**config.mk**
```make
export PLATFORM = sky130hd
export DESIGN_NAME = uart_tx_flat
export DESIGN_NICKNAME = d
export VERILOG_FILES = /design/src/rtl/uart_tx_if.sv /design/src/rtl/uart_tx.sv /design/src/flat_wrapper.sv
export SDC_FILE = /design/constraint.sdc
export NUM_CORES = 1
export LEC_CHECK = 0
export ABC_AREA = 1
export BUFFER_PORTS_ARGS = -buffer_cell sky130_fd_sc_hd__clkbuf_2
export CAP_MARGIN = 25
export CORE_ASPECT_RATIO = 0.75
export CORE_UTILIZATION = 30
export DETAILED_ROUTE_END_ITERATION = 10
export HOLD_SLACK_MARGIN = 0.02
export PLACE_DENSITY = 0.49
export SKIP_CTS_REPAIR_TIMING = 1
export SLEW_MARGIN = 20
export SYNTH_ARGS = -nofsm -noshare
export SYNTH_HDL_FRONTEND = slang
export SYNTH_SLANG_ARGS = --single-unit
```
**constraint.sdc**
```tcl
create_clock -name clk_in -period 3.7 [get_ports clk_in]
set_clock_uncertainty 0.05 [all_clocks]
set_input_delay 0.37 -clock clk_in [delete_from_list [all_inputs] [get_ports clk_in]]
set_output_delay 0.37 -clock clk_in [all_outputs]
set_load 0.1 [all_outputs]
```
**src/rtl/uart_tx_if.sv**
```systemverilog
// Byte handshake between an upstream producer and the uart_tx FIFO.
// A byte transfers on a clock edge where valid_in && ready_out.
interface uart_tx_if;
    logic [7:0] data_in;
    logic       valid_in;
    logic       ready_out;

    modport master (output data_in, output valid_in, input  ready_out);
    modport slave  (input  data_in, input  valid_in, output ready_out);
endinterface

```
**src/rtl/uart_tx.sv**
```systemverilog
// FIFO-buffered 8N1 UART transmitter with CTS flow control sampled at frame start.
// Define UART_TX_PARITY_EN to insert an even-parity bit (8E1 frames).
module uart_tx #(
    parameter int unsigned BAUD_COUNT = 645,
    parameter int unsigned DEPTH      = 16
) (
    input  logic                     clk_in,
    input  logic                     rst_n_in,
    uart_tx_if.slave                 bus,
    input  logic                     cts_n_in,
    output logic                     tx_out,
    output logic                     busy_out,
    output logic [$clog2(DEPTH):0]   count_out
);
    localparam int unsigned AW = $clog2(DEPTH);
    localparam int unsigned CW = AW + 1;
    localparam int unsigned BW = $clog2(BAUD_COUNT);

    typedef enum logic [2:0] {S_IDLE, S_START, S_DATA, S_PARITY, S_STOP} state_t;

    state_t          r_state, w_state_nx;
    logic [7:0]      r_mem [DEPTH];
    logic [AW-1:0]   r_wr, r_rd;
    logic [CW-1:0]   r_count;
    logic            r_cts_meta, r_cts_s;
    logic [7:0]      r_shift, w_shift_nx;
    logic [BW-1:0]   r_baud, w_baud_nx;
    logic [2:0]      r_bit, w_bit_nx;
    logic            r_tx, w_tx_nx;
    logic            r_busy, w_busy_nx;
    logic            w_push, w_pop, w_ready, w_tc, w_can_start;
    logic [7:0]      w_head;
`ifdef UART_TX_PARITY_EN
    logic            r_par, w_par_nx;
`endif

    assign w_ready       = (r_count != CW'(DEPTH));
    assign bus.ready_out = w_ready;
    assign w_push        = bus.valid_in && w_ready;
    assign w_head        = r_mem[r_rd];
    assign w_tc          = (r_baud == BW'(BAUD_COUNT - 1));
    assign w_can_start   = (r_count != '0) && !r_cts_s;

    assign tx_out    = r_tx;
    assign busy_out  = r_busy;
    assign count_out = r_count;

    // Two-flop synchronizer; reset to "not clear" so nothing starts before CTS is seen
    always_ff @(posedge clk_in) begin
        if (!rst_n_in) begin
            r_cts_meta <= 1'b1;
            r_cts_s    <= 1'b1;
        end else begin
            r_cts_meta <= cts_n_in;
            r_cts_s    <= r_cts_meta;
        end
    end

    always_ff @(posedge clk_in) begin
        if (w_push) r_mem[r_wr] <= bus.data_in;
    end

    // Pointers wrap naturally; occupancy tracks push/pop independently
    always_ff @(posedge clk_in) begin
        if (!rst_n_in) begin
            r_wr    <= '0;
            r_rd    <= '0;
            r_count <= '0;
        end else begin
            if (w_push) r_wr <= r_wr + AW'(1);
            if (w_pop)  r_rd <= r_rd + AW'(1);
            case ({w_push, w_pop})
                2'b10:   r_count <= r_count + CW'(1);
                2'b01:   r_count <= r_count - CW'(1);
                default: r_count <= r_count;
            endcase
        end
    end

    always_ff @(posedge clk_in) begin
        if (!rst_n_in) r_state <= S_IDLE;
        else           r_state <= w_state_nx;
    end

    always_comb begin
        w_state_nx = r_state;
        w_pop      = 1'b0;
        case (r_state)
            S_IDLE: begin
                if (w_can_start) begin
                    w_pop      = 1'b1;
                    w_state_nx = S_START;
                end
            end
            S_START: if (w_tc) w_state_nx = S_DATA;
            S_DATA: begin
                if (w_tc && (r_bit == 3'd7)) begin
`ifdef UART_TX_PARITY_EN
                    w_state_nx = S_PARITY;
`else
                    w_state_nx = S_STOP;
`endif
                end
            end
`ifdef UART_TX_PARITY_EN
            S_PARITY: if (w_tc) w_state_nx = S_STOP;
`endif
            S_STOP: begin
                if (w_tc) begin
                    if (w_can_start) begin
                        w_pop      = 1'b1;
                        w_state_nx = S_START;
                    end else begin
                        w_state_nx = S_IDLE;
                    end
                end
            end
            default: w_state_nx = S_IDLE;
        endcase
    end

    // Next datapath/line values; the line is registered from the next state
    always_comb begin
        w_shift_nx = r_shift;
        w_bit_nx   = r_bit;
        w_baud_nx  = (r_state == S_IDLE || w_tc) ? '0 : r_baud + BW'(1);
`ifdef UART_TX_PARITY_EN
        w_par_nx   = r_par;
`endif
        if (w_pop) begin
            w_shift_nx = w_head;
            w_bit_nx   = 3'd0;
            w_baud_nx  = '0;
`ifdef UART_TX_PARITY_EN
            w_par_nx   = ^w_head;
`endif
        end else if (w_tc && r_state == S_DATA) begin
            w_shift_nx = {1'b0, r_shift[7:1]};
            w_bit_nx   = r_bit + 3'd1;
        end else if (w_tc && r_state == S_START) begin
            w_bit_nx   = 3'd0;
        end
        case (w_state_nx)
            S_START:  w_tx_nx = 1'b0;
            S_DATA:   w_tx_nx = w_shift_nx[0];
`ifdef UART_TX_PARITY_EN
            S_PARITY: w_tx_nx = w_par_nx;
`endif
            default:  w_tx_nx = 1'b1;
        endcase
        w_busy_nx = (w_state_nx != S_IDLE);
    end

    always_ff @(posedge clk_in) begin
        if (!rst_n_in) begin
            r_shift <= '0;
            r_bit   <= '0;
            r_baud  <= '0;
            r_tx    <= 1'b1;
            r_busy  <= 1'b0;
`ifdef UART_TX_PARITY_EN
            r_par   <= 1'b0;
`endif
        end else begin
            r_shift <= w_shift_nx;
            r_bit   <= w_bit_nx;
            r_baud  <= w_baud_nx;
            r_tx    <= w_tx_nx;
            r_busy  <= w_busy_nx;
`ifdef UART_TX_PARITY_EN
            r_par   <= w_par_nx;
`endif
        end
    end
endmodule

```
**src/flat_wrapper.sv**
```systemverilog
// flat-port wrapper written by rule: the top's interface ports become plain ports
module uart_tx_flat 
#(
    parameter int unsigned BAUD_COUNT = 645,
    parameter int unsigned DEPTH      = 16
)
  (clk_in, rst_n_in, cts_n_in, tx_out, busy_out, count_out, bus_data_in, bus_valid_in, bus_ready_out);
  uart_tx_if bus_i ();
  input  logic clk_in;
  input  logic rst_n_in;
  input  logic cts_n_in;
  output logic tx_out;
  output logic busy_out;
  output logic [$clog2(DEPTH):0] count_out;
  input wire logic [$bits(bus_i.data_in)-1:0] bus_data_in;
  input wire logic [$bits(bus_i.valid_in)-1:0] bus_valid_in;
  output wire logic [$bits(bus_i.ready_out)-1:0] bus_ready_out;
  assign bus_i.data_in = bus_data_in;
  assign bus_i.valid_in = bus_valid_in;
  assign bus_ready_out = bus_i.ready_out;
  uart_tx #(.BAUD_COUNT(BAUD_COUNT), .DEPTH(DEPTH)) u_core (.clk_in(clk_in), .rst_n_in(rst_n_in), .bus(bus_i), .cts_n_in(cts_n_in), .tx_out(tx_out), .busy_out(busy_out), .count_out(count_out));
endmodule
```
# Word level (Yosys, flattened, before mapping)
# Memory sizes are Yosys's and may differ from the RTL's. A register that Yosys moved wholly into a read port is not among the register bits.
# Cells that the tools add are included.
[op_classes] n_addsub=6 eq_ne=10 n_mux=19 bitwise_logic=1 n_reduce_logical=15
[op_table] cell="3-bit two-way mux" count=6
[op_table] cell="8-bit two-way mux" count=2
[op_table] cell="3-bit case mux with 4 select lines" count=1
[op_table] cell="10-bit by 1-bit adder with 10-bit output, second input constant" count=1
[op_table] cell="10-bit == test, second input constant" count=1
[op_table] cell="5-bit case mux with 2 select lines" count=1
[op_table] cell="4-bit by 1-bit adder with 4-bit output, second input constant" count=2
[op_table] cell="4-bit two-way mux" count=2
[op_table] cell="3-bit by 1-bit == test with 1-bit output, second input constant" count=2
[op_table] cell="3-bit by 2-bit == test with 1-bit output, second input constant" count=2
[op_table] cell="3-bit == test, second input constant" count=2
[op_table] cell="2-bit nonzero test" count=3
[op_table] cell="5-bit by 1-bit adder with 5-bit output, second input constant" count=1
[op_table] cell="1-bit logical AND" count=5
[op_table] cell="1-bit two-way mux" count=5
[op_table] cell="5-bit != test, second input constant" count=1
[op_table] cell="5-bit nonzero test" count=1
[op_table] cell="5-bit by 1-bit subtractor with 5-bit output, second input constant" count=1
[op_table] cell="1-bit case mux with 2 select lines" count=2
[op_table] cell="3-bit by 1-bit adder with 3-bit output, second input constant" count=1
[op_table] cell="3-bit zero test" count=1
[op_table] cell="3-bit nonzero test" count=1
[op_table] cell="3-bit OR reduction" count=1
[op_table] cell="2-bit by 1-bit == test with 1-bit output, second input constant" count=1
[op_table] cell="5 further kinds" count=5
[totals] ff_bits=41 mem_bits_rw=128 inputBits=12 out_inout_bits=8 word_cells=64 n_memories=1
[memory_table] memory="u_core.r_mem" words=16 word_bits=8 read_ports=1 rd_clocked_by_memory_dff=1 write_ports=1 line_no="uart_tx.sv:22" text="logic [7:0] r_mem [DEPTH];"

# Depth between registers and ports, before layout
[logic_depth] word_depth=7 ltp_mapped=20

# Worst setup path after synthesis
# No wires, ideal clock.
[synth_timing] path_kind="reg2reg" from="register u_core.r_count[4], in the netlist u_core.count_out[4]" to="register u_core.r_count[4], in the netlist u_core.count_out[4]" setup_time_ps=132 arrival_time_ps=3008 required_ps=3518 slack_ps=509 stages_incl_launch_ff=15 cell_sequence="dfxtp_1 nand3_2 nand2_4 ha_1 xnor2_1 inv_1 ha_1 inv_1 nand2_1 nand2_1 nand2_1 nand2_1 nand2_1 nand2_1 a21oi_1"
[synth_between] word_cells_on_any_way=13 cone_classes="2 x add/sub; 3 x eq/ne; 4 x mux; 4 x reduce/logical"
[synth_rtl] element="start: declaration" line_no="uart_tx.sv:24" text="logic [CW-1:0] r_count;"
[synth_rtl] element="start signal: assignment" line_no="uart_tx.sv:73" text="2'b10: r_count <= r_count + CW'(1);"
[synth_rtl] element="start signal: assignment" line_no="uart_tx.sv:74" text="2'b01: r_count <= r_count - CW'(1);"
[synth_rtl] element="start signal: assignment" line_no="uart_tx.sv:75" text="default: r_count <= r_count;"
[synth_rtl] element="5-bit != test (*)" line_no="uart_tx.sv:37" text="assign w_ready = (r_count != CW'(DEPTH));"
[synth_rtl] element="named net bus_ready_out" line_no="flat_wrapper.sv:17" text="output wire logic [$bits(bus_i.ready_out)-1:0] bus_ready_out;"
[synth_rtl] element="1-bit logical AND (*)" line_no="uart_tx.sv:39" text="assign w_push = bus.valid_in && w_ready;"
[synth_rtl] element="2-bit by 1-bit == test with 1-bit output or 2-bit == test (tied branches)" line_no="uart_tx.sv:72" text="case ({w_push, w_pop})"
[synth_rtl] element="5-bit case mux with 2 select lines or 2-bit nonzero test (tied branches)"
# The timed path passes the listed nets; every way through them passes the cells marked *.
# A chain may end at the register's enable or synchronous reset.

# Worst setup path after layout
[layout_timing] from="register u_core.r_baud[0]" to="register u_core.r_count[4], in the netlist u_core.count_out[4]"
[layout_between] elab_chain_len=5 word_cells_on_any_way=7 cone_classes="3 x eq/ne; 3 x mux; 1 x reduce/logical"
[layout_rtl] element="start: declaration" line_no="uart_tx.sv:27" text="logic [BW-1:0] r_baud, w_baud_nx;"
[layout_rtl] element="start signal: assignment" line_no="uart_tx.sv:167" text="r_baud <= w_baud_nx;"
[layout_rtl] element="10-bit == test (*)" line_no="uart_tx.sv:41" text="assign w_tc = (r_baud == BW'(BAUD_COUNT - 1));"
[layout_rtl] element="1-bit two-way mux (*)" line_no="uart_tx.sv:109" text="if (w_tc) begin"
[layout_rtl] element="1-bit case mux with 2 select lines (*)" line_no="uart_tx.sv:88" text="case (r_state)"
[layout_rtl] element="named net u_core.w_pop" line_no="uart_tx.sv:31" text="logic w_push, w_pop, w_ready, w_tc, w_can_start;"
[layout_rtl] element="2-bit by 1-bit == test with 1-bit output or 2-bit == test (tied branches)" line_no="uart_tx.sv:72"
[layout_rtl] element="5-bit case mux with 2 select lines or 2-bit nonzero test (tied branches)"
# Marked as above.

==> flow_summary.ini <==
[outcome]
status = complete, no violations

[placement]
port_buffers = 19
dp_cells = 946
place_congestion = 0.858
post_dp_cell_area_um2 = 7500
dp_hpwl_um = 10600

[synth]
synth_edf_count = 128
ys_seq_elements = 173
avgSynthCellArea_um2 = 11.0
ys_seq_area_share_pct = 66.5
synthCells = 651
syn-cell-area_um2 = 7140
yosysTopAreaCellShare_pct = 53.8
synth_flop_cell = edfxtp_1
yosysTopAreaCell = edfxtp_1
yosysMostFrequentCell = edfxtp_1
ys_top_cells_by_area = edfxtp_1 (54%), dfxtp_1 (13%), nor2_1 (6.6%)
yosysUniqueCellTypes = 39
syn_nets = 675
netlist_top_cells_count = edfxtp_1 (128), nor2_1 (126), o21ai_0 (71)
yosysWarnings = 0
async_flop_share_pct = 0

[sta]
fmax_mhz = 363
relSlewSlack_pct = 37.8
min_period_ns = 2.76
final-hold-violation-count = 0
finalCritPeriodShare_pct = 74.5
grt_setup_unrepaired = false
tightest_slew_ns = 0.930
fin_setup_tns_ns = 0
holdWs_ns = 0.0791
drv_slew = 0
setup_viol = 0

[floorplanning]
initial_core_util_pct = 30.8
dieArea_um2 = 24400
io_pins = 20
die_w_um = 180
core_area_um2 = 23200
rows = 48
dieHeight_um = 136

[global_route]
grt_pass1_wl_um = 25400
grt_overflow = 0
antenna_found_initial = 0
grt.total_usage_pct = 14.0
grt_pass1_vias = 4611
grt_max_degree = 65

[clocking]
root_buffer = clkbuf_16
cts_buffer_depth = 2
clk_pin_slew_ns = 0.06
clk_latency_ns = 0.43
cts_inserted_buffers = 17
tritoncts = yes
h-tree-depth = 4
cts.sinks = 173

[route]
antenna_left = 0
viasPerCell = 4.77
drc = 0
drtIter0Drc = 383
drtPass1Iterations = 4
detail_route.wl_per_cell_um = 16.6
drt-total-wl_um = 16300
vias = 4667

[power]
leakagePower_uw = 0.00280
power_density_nw_per_um2 = 536
ir_drop_v = 0.000324

[worst_setup_path]
cp-start-kind = flop
end_kind = flop
required_ns = 3.94
slowest_stage = dfxtp_1
cp_max_fo = 12
critPathBufInv = 4
crit_family = simple AND/OR/NAND/NOR gates
cp_slowest_stage_delay_ns = 0.37
worstPathArrival_ns = 3.00
criticalPathCategory = reg -> reg
path_cells = inv_1 > ha_1 > nand2_1 > nor2_2 > nand3_4 > nand2_4 > nand2_2 > inv_2 > ha_1 > xnor2_1 > inv_1 > ha_1 > inv_1 > nand2_1 > nand2_1 > nand2_1 > nand2_1 > nand2_1 > nand2_1 > a21oi_1
cp_common_cell = nand2_1

[finish]
nets = 689
num-fill-cells = 2296
finish.utilization_pct = 35.1
post-route-cell-area_um2 = 8130
instances_no_fill = 978
area_growth_pct = 13.9
drive_above_1_share_pct = 10.5

[flow_run]
drv_cap = 0

[worst_hold_path]
worstHoldPathType = in -> reg
-- through the flow --
stage / setup WS, ns / total power, uW
floorplan: 0.509 / 2400
global placement: 1.12 / 2480
detailed placement: 0.970 / 2490
CTS: 0.956 / 4400
global route: 0.694 / 4510
finish: 0.945 / 4360
-- report_power, final --
part	leakage, uW	switching, uW	internal [uW]
Clock	0.000301	713	1200
Sequential	0.00152	32.3	2120
Combinational	0.000977	225	73.2
-- registers in the layout, indices dropped and copies added (netlist names), named ones only --
name	cells
u_core.r_bit	3
u_core.r_state	3
u_core.busy_out	1
u_core.r_rd	4
u_core.r_wr	4
u_core.tx_out	1
u_core.r_cts_meta	1
u_core.count_out	5
u_core.r_baud	10
u_core.r_shift	8
u_core.r_cts_s	1
u_core.r_mem	128
-- cells in the final DEF (no fill, tap or decap), types with 3 or more instances in the layout --
cell type and instances:
xor2_1 4, o221ai_1 6, clkinv_4 4, o21ai_0 71, clkbuf_1 4, nor3_1 3
bufinv_16 5, nand4_1 5, o21ai_1 8, nor3b_1 3, dfxtp_1 44, nand2_1 67
nand3_1 13, inv_1 35, ha_1 12, clkbuf_16 17, a21oi_1 41, buf_4 4
o211ai_1 23, clkbuf_2 19, edfxtp_1 128, nor2_2 5, nor2_1 126, inv_2 4
-- area by class of cell --
cell class / instances / area (um2) / share of cell area, %
sequential: 173 / 4750 / 58.4
tap: 300 / 375 / 4.62
inverter: 40 / 153 / 1.88
timing repair buffer: 23 / 125 / 1.54
antenna: 1 / 2.50 / 0.0308
clock inverter: 10 / 190 / 2.34
clock buffer: 21 / 440 / 5.42
multi-input combinational: 410 / 2100 / 25.8
-- worst reg2reg max path, cell delays in order, from the launching register on --
cell and delay, ns:
dfxtp_1 0.37, inv_1 0.06, ha_1 0.19, nand2_1 0.07, nor2_2 0.05, nand3_4 0.12
nand2_4 0.09, nand2_2 0.24, inv_2 0.15, ha_1 0.28, xnor2_1 0.20, inv_1 0.07
ha_1 0.18, inv_1 0.06, nand2_1 0.08, nand2_1 0.10, nand2_1 0.06, nand2_1 0.06
nand2_1 0.05, nand2_1 0.05, a21oi_1 0.06
-- kinds of logic after synthesis --
kind of cell	synth area share, %
AO/OA/AOI/OAI	12.5
flip-flops	66.5
AND/OR/NAND/NOR	14.1
buffers and inverters	4.14
adder cells (fa/ha/maj)	2.10
XOR/XNOR	0.736
-- path summary, 6_finish.rpt --
path / start / endpoint / slack [ns] / cells past startpoint
min reg2reg: u_core.r_cts_meta$_SDFF_PN1_ / u_core.r_cts_s$_SDFF_PN1_ / 0.37 / 1
max reg2reg: u_core.r_baud[0]$_SDFF_PP0_ / u_core.count_out[4]$_SDFFE_PN0P_ / 0.94 / 20
min: cts_n_in / u_core.r_cts_meta$_SDFF_PN1_ / 0.08 / 2
max: u_core.r_baud[0]$_SDFF_PP0_ / u_core.count_out[4]$_SDFFE_PN0P_ / 0.94 / 20
-- routing by layer --
layer	global-route usage [%]	vias up	share of wire (%)
li1	-	2318	-
met1	18.5	2247	48
met2	22.6	86	47
met3	2.55	16	3.7
met4	5.70	0	1.3
met5	0	-	0
No activity file was read; power rests on OpenSTA's default activity.
